[src/rtl/div_wb_unit_if.sv]
// Bundle of operand request, status, result and register-bank write-back
// signals for div_wb_unit. The sign_op signal exists only when DIV_SIGNED_EN
// is defined.
interface div_wb_unit_if #(
   parameter int WIDTH = 32,
   parameter int AW    = 4
) ();
   logic             start;
   logic [WIDTH-1:0] dividend;
   logic [WIDTH-1:0] divisor;
   logic [AW-1:0]    rd_q;
   logic [AW-1:0]    rd_r;
`ifdef DIV_SIGNED_EN
   logic             sign_op;
`endif
   logic             busy;
   logic             done;
   logic             div_zero;
   logic [WIDTH-1:0] quotient;
   logic [WIDTH-1:0] remainder;
   logic [AW-1:0]    wb_rd;
   logic [WIDTH-1:0] wb_data;
   logic             wb_write;
   logic             wb_enable;

   // Requester side: issues operands, observes status and the write port.
   modport master (
`ifdef DIV_SIGNED_EN
      output sign_op,
`endif
      output start, dividend, divisor, rd_q, rd_r,
      input  busy, done, div_zero, quotient, remainder,
      input  wb_rd, wb_data, wb_write, wb_enable
   );

   // Divider side.
   modport slave (
`ifdef DIV_SIGNED_EN
      input  sign_op,
`endif
      input  start, dividend, divisor, rd_q, rd_r,
      output busy, done, div_zero, quotient, remainder,
      output wb_rd, wb_data, wb_write, wb_enable
   );
endinterface

[src/rtl/div_wb_unit.sv]
// div_wb_unit: restoring multicycle divider (one quotient bit per clock)
// that writes quotient then remainder back through the register bank port.
// Optional macro DIV_SIGNED_EN adds two's complement division via sign_op.
module div_wb_unit #(
   parameter int WIDTH = 32,
   parameter int AW    = 4
) (
   input logic         clk,
   input logic         reset_all_n,
   div_wb_unit_if.slave bus
);
   localparam int CW = $clog2(WIDTH);
   localparam logic [CW-1:0] CNT_MAX = CW'(WIDTH - 1);

   typedef enum logic [2:0] {S_IDLE, S_CALC, S_WB_Q, S_WB_R, S_DONE} state_t;

   state_t           r_state, w_next;
   logic [CW-1:0]    r_cnt;
   logic [WIDTH-1:0] r_dvs, r_quo, r_rem;
   logic [AW-1:0]    r_rd_q, r_rd_r;
   logic             r_busy, r_done, r_div_zero, r_wb_write, r_wb_enable;
   logic [WIDTH-1:0] r_quotient, r_remainder, r_wb_data;
   logic [AW-1:0]    r_wb_rd;

   logic             w_dz;
   logic [WIDTH:0]   w_rem_sh, w_trial;
   logic [WIDTH-1:0] w_dvd_mag, w_dvs_mag, w_q_fix, w_r_fix;

   assign w_dz     = (bus.divisor == '0);
   // Partial remainder is always below the divisor, so the shifted value
   // plus the sign of the trial subtraction fit in WIDTH+1 bits.
   assign w_rem_sh = {r_rem, r_quo[WIDTH-1]};
   assign w_trial  = w_rem_sh - {1'b0, r_dvs};

`ifdef DIV_SIGNED_EN
   logic r_neg_q, r_neg_r;
   logic w_neg_a, w_neg_b;

   assign w_neg_a   = bus.sign_op & bus.dividend[WIDTH-1];
   assign w_neg_b   = bus.sign_op & bus.divisor[WIDTH-1];
   assign w_dvd_mag = w_neg_a ? -bus.dividend : bus.dividend;
   assign w_dvs_mag = w_neg_b ? -bus.divisor  : bus.divisor;
   // Divide-by-zero results are passed through without sign correction.
   assign w_q_fix   = (r_neg_q && !r_div_zero) ? -r_quo : r_quo;
   assign w_r_fix   = (r_neg_r && !r_div_zero) ? -r_rem : r_rem;

   // Sign of each result, captured with the operands.
   always_ff @(posedge clk or negedge reset_all_n) begin
      if (!reset_all_n) begin
         r_neg_q <= 1'b0;
         r_neg_r <= 1'b0;
      end else if (r_state == S_IDLE && bus.start) begin
         r_neg_q <= w_neg_a ^ w_neg_b;
         r_neg_r <= w_neg_a;
      end
   end
`else
   assign w_dvd_mag = bus.dividend;
   assign w_dvs_mag = bus.divisor;
   assign w_q_fix   = r_quo;
   assign w_r_fix   = r_rem;
`endif

   // State register.
   always_ff @(posedge clk or negedge reset_all_n) begin
      if (!reset_all_n) r_state <= S_IDLE;
      else              r_state <= w_next;
   end

   // Next-state decode; start is only honoured in IDLE.
   always_comb begin
      w_next = r_state;
      case (r_state)
         S_IDLE:  if (bus.start) w_next = w_dz ? S_WB_Q : S_CALC;
         S_CALC:  if (r_cnt == '0) w_next = S_WB_Q;
         S_WB_Q:  w_next = S_WB_R;
         S_WB_R:  w_next = S_DONE;
         S_DONE:  w_next = S_IDLE;
         default: w_next = S_IDLE;
      endcase
   end

   // Operand capture, restoring iteration and registered outputs; strobes
   // and done trail the state by one clock so every output is a flop.
   always_ff @(posedge clk or negedge reset_all_n) begin
      if (!reset_all_n) begin
         r_cnt       <= '0;
         r_dvs       <= '0;
         r_quo       <= '0;
         r_rem       <= '0;
         r_rd_q      <= '0;
         r_rd_r      <= '0;
         r_busy      <= 1'b0;
         r_done      <= 1'b0;
         r_div_zero  <= 1'b0;
         r_wb_write  <= 1'b0;
         r_wb_enable <= 1'b0;
         r_quotient  <= '0;
         r_remainder <= '0;
         r_wb_data   <= '0;
         r_wb_rd     <= '0;
      end else begin
         r_busy      <= (w_next != S_IDLE);
         r_done      <= (r_state == S_DONE);
         r_wb_write  <= (r_state == S_WB_Q) || (r_state == S_WB_R);
         r_wb_enable <= (r_state == S_WB_Q) || (r_state == S_WB_R);
         case (r_state)
            S_IDLE: if (bus.start) begin
               r_rd_q     <= bus.rd_q;
               r_rd_r     <= bus.rd_r;
               r_dvs      <= w_dvs_mag;
               r_div_zero <= w_dz;
               r_cnt      <= CNT_MAX;
               if (w_dz) begin
                  r_quo <= '1;
                  r_rem <= bus.dividend;
               end else begin
                  r_quo <= w_dvd_mag;
                  r_rem <= '0;
               end
            end
            S_CALC: begin
               r_rem <= w_trial[WIDTH] ? w_rem_sh[WIDTH-1:0] : w_trial[WIDTH-1:0];
               r_quo <= {r_quo[WIDTH-2:0], ~w_trial[WIDTH]};
               r_cnt <= r_cnt - 1'b1;
            end
            S_WB_Q: begin
               r_quotient  <= w_q_fix;
               r_remainder <= w_r_fix;
               r_wb_rd     <= r_rd_q;
               r_wb_data   <= w_q_fix;
            end
            S_WB_R: begin
               r_wb_rd   <= r_rd_r;
               r_wb_data <= r_remainder;
            end
            default: ;
         endcase
      end
   end

   assign bus.busy      = r_busy;
   assign bus.done      = r_done;
   assign bus.div_zero  = r_div_zero;
   assign bus.quotient  = r_quotient;
   assign bus.remainder = r_remainder;
   assign bus.wb_rd     = r_wb_rd;
   assign bus.wb_data   = r_wb_data;
   assign bus.wb_write  = r_wb_write;
   assign bus.wb_enable = r_wb_enable;
endmodule

[src/flat_wrapper.sv]
// flat-port wrapper written by rule: the top's interface ports become plain ports
module div_wb_unit_flat 
#(
   parameter int WIDTH = 32,
   parameter int AW    = 4
)
  (clk, reset_all_n, bus_start, bus_dividend, bus_divisor, bus_rd_q, bus_rd_r, bus_busy, bus_done, bus_div_zero, bus_quotient, bus_remainder, bus_wb_rd, bus_wb_data, bus_wb_write, bus_wb_enable);
  div_wb_unit_if #(.WIDTH(WIDTH), .AW(AW)) bus_i ();
  input logic clk;
  input logic reset_all_n;
  input wire logic [$bits(bus_i.start)-1:0] bus_start;
  input wire logic [$bits(bus_i.dividend)-1:0] bus_dividend;
  input wire logic [$bits(bus_i.divisor)-1:0] bus_divisor;
  input wire logic [$bits(bus_i.rd_q)-1:0] bus_rd_q;
  input wire logic [$bits(bus_i.rd_r)-1:0] bus_rd_r;
  output wire logic [$bits(bus_i.busy)-1:0] bus_busy;
  output wire logic [$bits(bus_i.done)-1:0] bus_done;
  output wire logic [$bits(bus_i.div_zero)-1:0] bus_div_zero;
  output wire logic [$bits(bus_i.quotient)-1:0] bus_quotient;
  output wire logic [$bits(bus_i.remainder)-1:0] bus_remainder;
  output wire logic [$bits(bus_i.wb_rd)-1:0] bus_wb_rd;
  output wire logic [$bits(bus_i.wb_data)-1:0] bus_wb_data;
  output wire logic [$bits(bus_i.wb_write)-1:0] bus_wb_write;
  output wire logic [$bits(bus_i.wb_enable)-1:0] bus_wb_enable;
  assign bus_i.start = bus_start;
  assign bus_i.dividend = bus_dividend;
  assign bus_i.divisor = bus_divisor;
  assign bus_i.rd_q = bus_rd_q;
  assign bus_i.rd_r = bus_rd_r;
  assign bus_busy = bus_i.busy;
  assign bus_done = bus_i.done;
  assign bus_div_zero = bus_i.div_zero;
  assign bus_quotient = bus_i.quotient;
  assign bus_remainder = bus_i.remainder;
  assign bus_wb_rd = bus_i.wb_rd;
  assign bus_wb_data = bus_i.wb_data;
  assign bus_wb_write = bus_i.wb_write;
  assign bus_wb_enable = bus_i.wb_enable;
  div_wb_unit #(.WIDTH(WIDTH), .AW(AW)) u_core (.clk(clk), .reset_all_n(reset_all_n), .bus(bus_i));
endmodule
[config.mk]
export PLATFORM = sky130hd
export DESIGN_NAME = div_wb_unit_flat
export DESIGN_NICKNAME = d
export VERILOG_FILES = /design/src/rtl/div_wb_unit_if.sv /design/src/rtl/div_wb_unit.sv /design/src/flat_wrapper.sv
export SDC_FILE = /design/constraint.sdc
export NUM_CORES = 1
export LEC_CHECK = 0
export ABC_AREA = 1
export ABC_CLOCK_PERIOD_IN_PS = 2310
export BUFFER_PORTS_ARGS = -buffer_cell sky130_fd_sc_hd__buf_2
export CORE_MARGIN = 5
export CORE_UTILIZATION = 52
export CTS_CLUSTER_DIAMETER = 50
export DETAILED_ROUTE_END_ITERATION = 8
export PLACE_DENSITY_LB_ADDON = 0.3
export SETUP_SLACK_MARGIN = 0.5
export SYNTH_ARGS = -nofsm -noshare
export SYNTH_HDL_FRONTEND = slang
export SYNTH_SLANG_ARGS = --single-unit
export TNS_END_PERCENT = 30
[constraint.sdc]
create_clock -name clk -period 2.31 [get_ports clk]
set_input_delay 0.3465 -clock clk [delete_from_list [all_inputs] [get_ports clk]]
set_output_delay 0.3465 -clock clk [all_outputs]
set_load 0.02 [all_outputs]
==> run_results.csv <==
group,metric,value,unit
status,status,"finished with violations",
status,failed_checks,"setup timing",
clock_network,cts_inserted_buffers,27,
sta,min_period,2.41,ns
setup_path,timing.rr.start,"u_core.r_dvs[0]",
yosys,yosysSeqAreaShare,0.447,
floorplan,die_area,26400,µm²
detailed_routing,wl_per_cell,17.0,µm
final_layout,multi_input_area,5920,µm²
global_routing,grt_pass1_wl,59.0,mm
clock_network,root_buffer,"clkbuf_16",
yosys,async_flop_share,1.00,
sta,final-max-slew-violation-count,0,
yosys,synthDominantCellAreaShare,0.447,
global_routing,grt.busiest_layer,"met2",
setup_path,r2r-end,"u_core.r_rem[0]",
setup_path,crit_required,2.74,ns
run,drv_cap,0,
final_layout,synthToLayoutAreaGrowth,28.1,%
sta,grt_setup_unrepaired,"true",
yosys,synth-seq-cells,216,
final_layout,fillers,1844,
place,port_buffers,179,
sta,clock_skew,0.0249,ns
global_routing,use_met1,0.388,
hold_path,hold_path.startpoint,"bus_rd_r[0]",
clock_network,cts.clk_slew.worst_paths,0.06,ns
yosys,syn_nets,1789,
hold_path,min_delay_path_depth,3,
setup_path,rrSetupSlack,-0.10,ns
yosys,syn_inst,1679,
setup_path,slowest_stage,"dfrtp_1",
setup_path,endpoint_kind,"flip-flop",
yosys,synth_cell_types,38,
final_layout,nNetsFinal,2018,
final_layout,mostFrequentLayoutCells,"nand2_1, inv_1, dfrtp_1",
yosys,ys_warn_count,0,
setup_path,crit_start,"u_core.r_dvs[0]",
detailed_routing,vias,12143,
detailed_routing,via_per_inst,5.42,
detailed_routing,routed_wl,38.0,mm
yosys,synth_area_leader_cell,"dfrtp_1",
clock_network,clockBufferDepth,3,
detailed_routing,firstDrtPassIters,5,
global_routing,grt_use_met2,0.446,
clock_network,worstSkewPairLatency,0.54,ns
yosys,synth_ff_type,"dfrtp_1",
setup_path,cpPeakStageDelay,0.42,ns
clock_network,cts_tree,"done",
final_layout,seq_area,5410,µm²
global_routing,antenna_found_initial,0,
hold_path,holdPathEnd,"u_core.r_rd_r[0]",
floorplan,die_h,162,µm
clock_network,htreeDepth,1,
detailed_routing,drcViolationCount,0,
yosys,yosys-top-cells-area,"dfrtp_1, nand2_1, inv_1, nand3_1, o21ai_0",
sta,fmax,0.414,GHz
final_layout,diodes,0,
detailed_routing,antenna_left,0,
global_routing,gr-total-overflow,0,
detailed_routing,drt-initial-drc-count,1480,
sta,fin_crit_sh,1.04,
floorplan,die_w,162,µm
final_layout,finalCoreUtilization,0.679,
sta,final_hold_viol_count,0,
sta,relSlewSlack,0.615,
global_routing,grt_usage,0.275,
global_routing,grt_max_degree,70,
setup_path,path_class,"flip-flop to flip-flop",
final_layout,final_common_cell,"nand2_1",
sta,worst_pin_slew,0.578,ns
place,dp_hpwl,26.9,mm
setup_path,worstPathArrival,2.84,ns
floorplan,initial_core_util,0.530,
place,globalplace.congestion,1.01,
global_routing,grt_pass1_vias,11384,
setup_path,worst_setup_path_start_kind,"flip-flop",
clock_network,cts_sinks,216,
setup_path,worst_r2r_path_depth,18,
yosys,synth_enable_flop_cells,0,
global_routing,gr-usage-met3,0.0407,
yosys,syn_area,12100,µm²
place,pre_cts_ws,-0.0461,ns
setup_path,cpMostUsedCell,"nand2_2",
floorplan,core,22800,µm²
floorplan,ios,180,
sta,fin_ws,-0.103,ns
floorplan,rows,55,
sta,setup_violations,25,
setup_path,cp_max_fo,7,
yosys,syn_area_per_cell,7.19,µm²
final_layout,drive_gt1_frac,0.240,
setup_path,path_cells,"ha_4, fa_2, inv_2, nand2_2, nand2_2, nand3_2, nand2_2, nand2_2, nand2_4, nand2_4, nand2_4, nand2_8, nand2_8, buf_12, buf_16, nand2_1, nand3_1, a21oi_2",
hold_path,hold_class,"primary input to flip-flop",
==> per-stage QoR <==
stage / hold slack, ns / cells / setup TNS (ns) / instance area, µm²
after floorplan: 0.0509 / 1679 / 0 / 12100
after global placement: 0.345 / 2163 / -0.00872 / 13600
after detailed placement: 0.345 / 2163 / -0.422 / 13600
after CTS: 0.00300 / 2233 / 0 / 15100
after global routing: 0.00250 / 2241 / -4.40 / 15500
final: 0.0121 / 2241 / -1.20 / 15500
==> synthesized netlist by cell type (all sizes together), types with 2 or more instances <==
| master | count |
|---|---|
| nand2 | 607 |
| inv | 293 |
| dfrtp | 216 |
| nand3 | 111 |
| o21ai | 91 |
| nor2 | 82 |
| a21oi | 56 |
| clkbuf | 50 |
| ha | 34 |
| o22ai | 32 |
| a31oi | 31 |
| buf | 15 |
| xor2 | 15 |
| nor3 | 12 |
| nand4 | 11 |
| nor4 | 6 |
| and2 | 3 |
| o21bai | 3 |
| nand3b | 2 |
==> logic make-up (layout without fill, tap and decap cells) <==
group,Yosys count,count (layout),synth area share
xor gates and xnor gates,16,16,0.0116
adders and majority gates,35,35,0.0369
AOI/OAI and AO/OA,217,217,0.102
buffers and inverters,359,608,0.114
DFF,216,216,0.447
and+or+nand+nor,836,836,0.288
==> worst max-delay path by stage <==
stage / endpoint / cells past startpoint / slack [ns]
6_report: u_core.r_rem[0] / 18 / -0.10
2_1_floorplan: u_core.r_rem[18] / 19 / 0.13
3_3_place_gp: u_core.r_rem[3] / 10 / -0.009
4_1_cts: u_core.r_rem[20] / 18 / 0.006
3_5_place_dp: u_core.r_rem[4] / 17 / -0.05
5_1_grt: u_core.r_rem[0] / 18 / -0.20
==> repair_timing <==
| action | CTS | global route |
|---|---|---|
| cloned | 3 | 0 |
| pin swaps | 24 | 24 |
| setup endpoints to repair | 169 | 192 |
| setup buffers | 17 | 7 |
| hold endpoints to repair | 65 | 1 |
| hold buffers | 1 | 1 |
| gates resized for setup | 70 | 64 |
==> critical path: cells and delay by family, from the launching register on <==
family	cells	cell delay (ns)
AOI/OAI and AO/OA	1	0.07
adders and majority gates	2	0.56
buffers and inverters	3	0.33
DFF	1	0.42
and+or+nand+nor	12	0.91
==> registers in the layout, summed over array words and instances (netlist names) <==
register              cells
u_core.r_rem             32
u_core.r_rd_q             4
u_core.r_quo             32
u_core.bus.remainder     32
u_core.bus.wb_data       32
u_core.bus.wb_rd          4
u_core.r_rd_r             4
u_core.bus.div_zero       1
u_core.bus.done           1
u_core.bus.quotient      32
u_core.r_dvs             32
u_core.r_state            3
u_core.bus.wb_write       1
u_core.r_cnt              5
u_core.bus.busy           1
==> routing by layer <==
| metal | share of wire | up-vias |
|---|---|---|
| met3 | 0.083 | 99 |
| met4 | 0.033 | 0 |
| met2 | 0.46 | 579 |
| met1 | 0.42 | 5762 |
| li1 | - | 5703 |
| met5 | 0 | - |
==> cell type report <==
type	instances	share of cell area
clock buffer	33	0.0464
clock inverter	16	0.00890
sequential	216	0.350
timing repair buffer	265	0.115
tap	313	0.0253
inverter	294	0.0718
multi-input combinational	1104	0.383
Power is left out: the tool's default activity adds up to more than one toggle a clock period on the data nets, which glitch-free logic cannot reach.
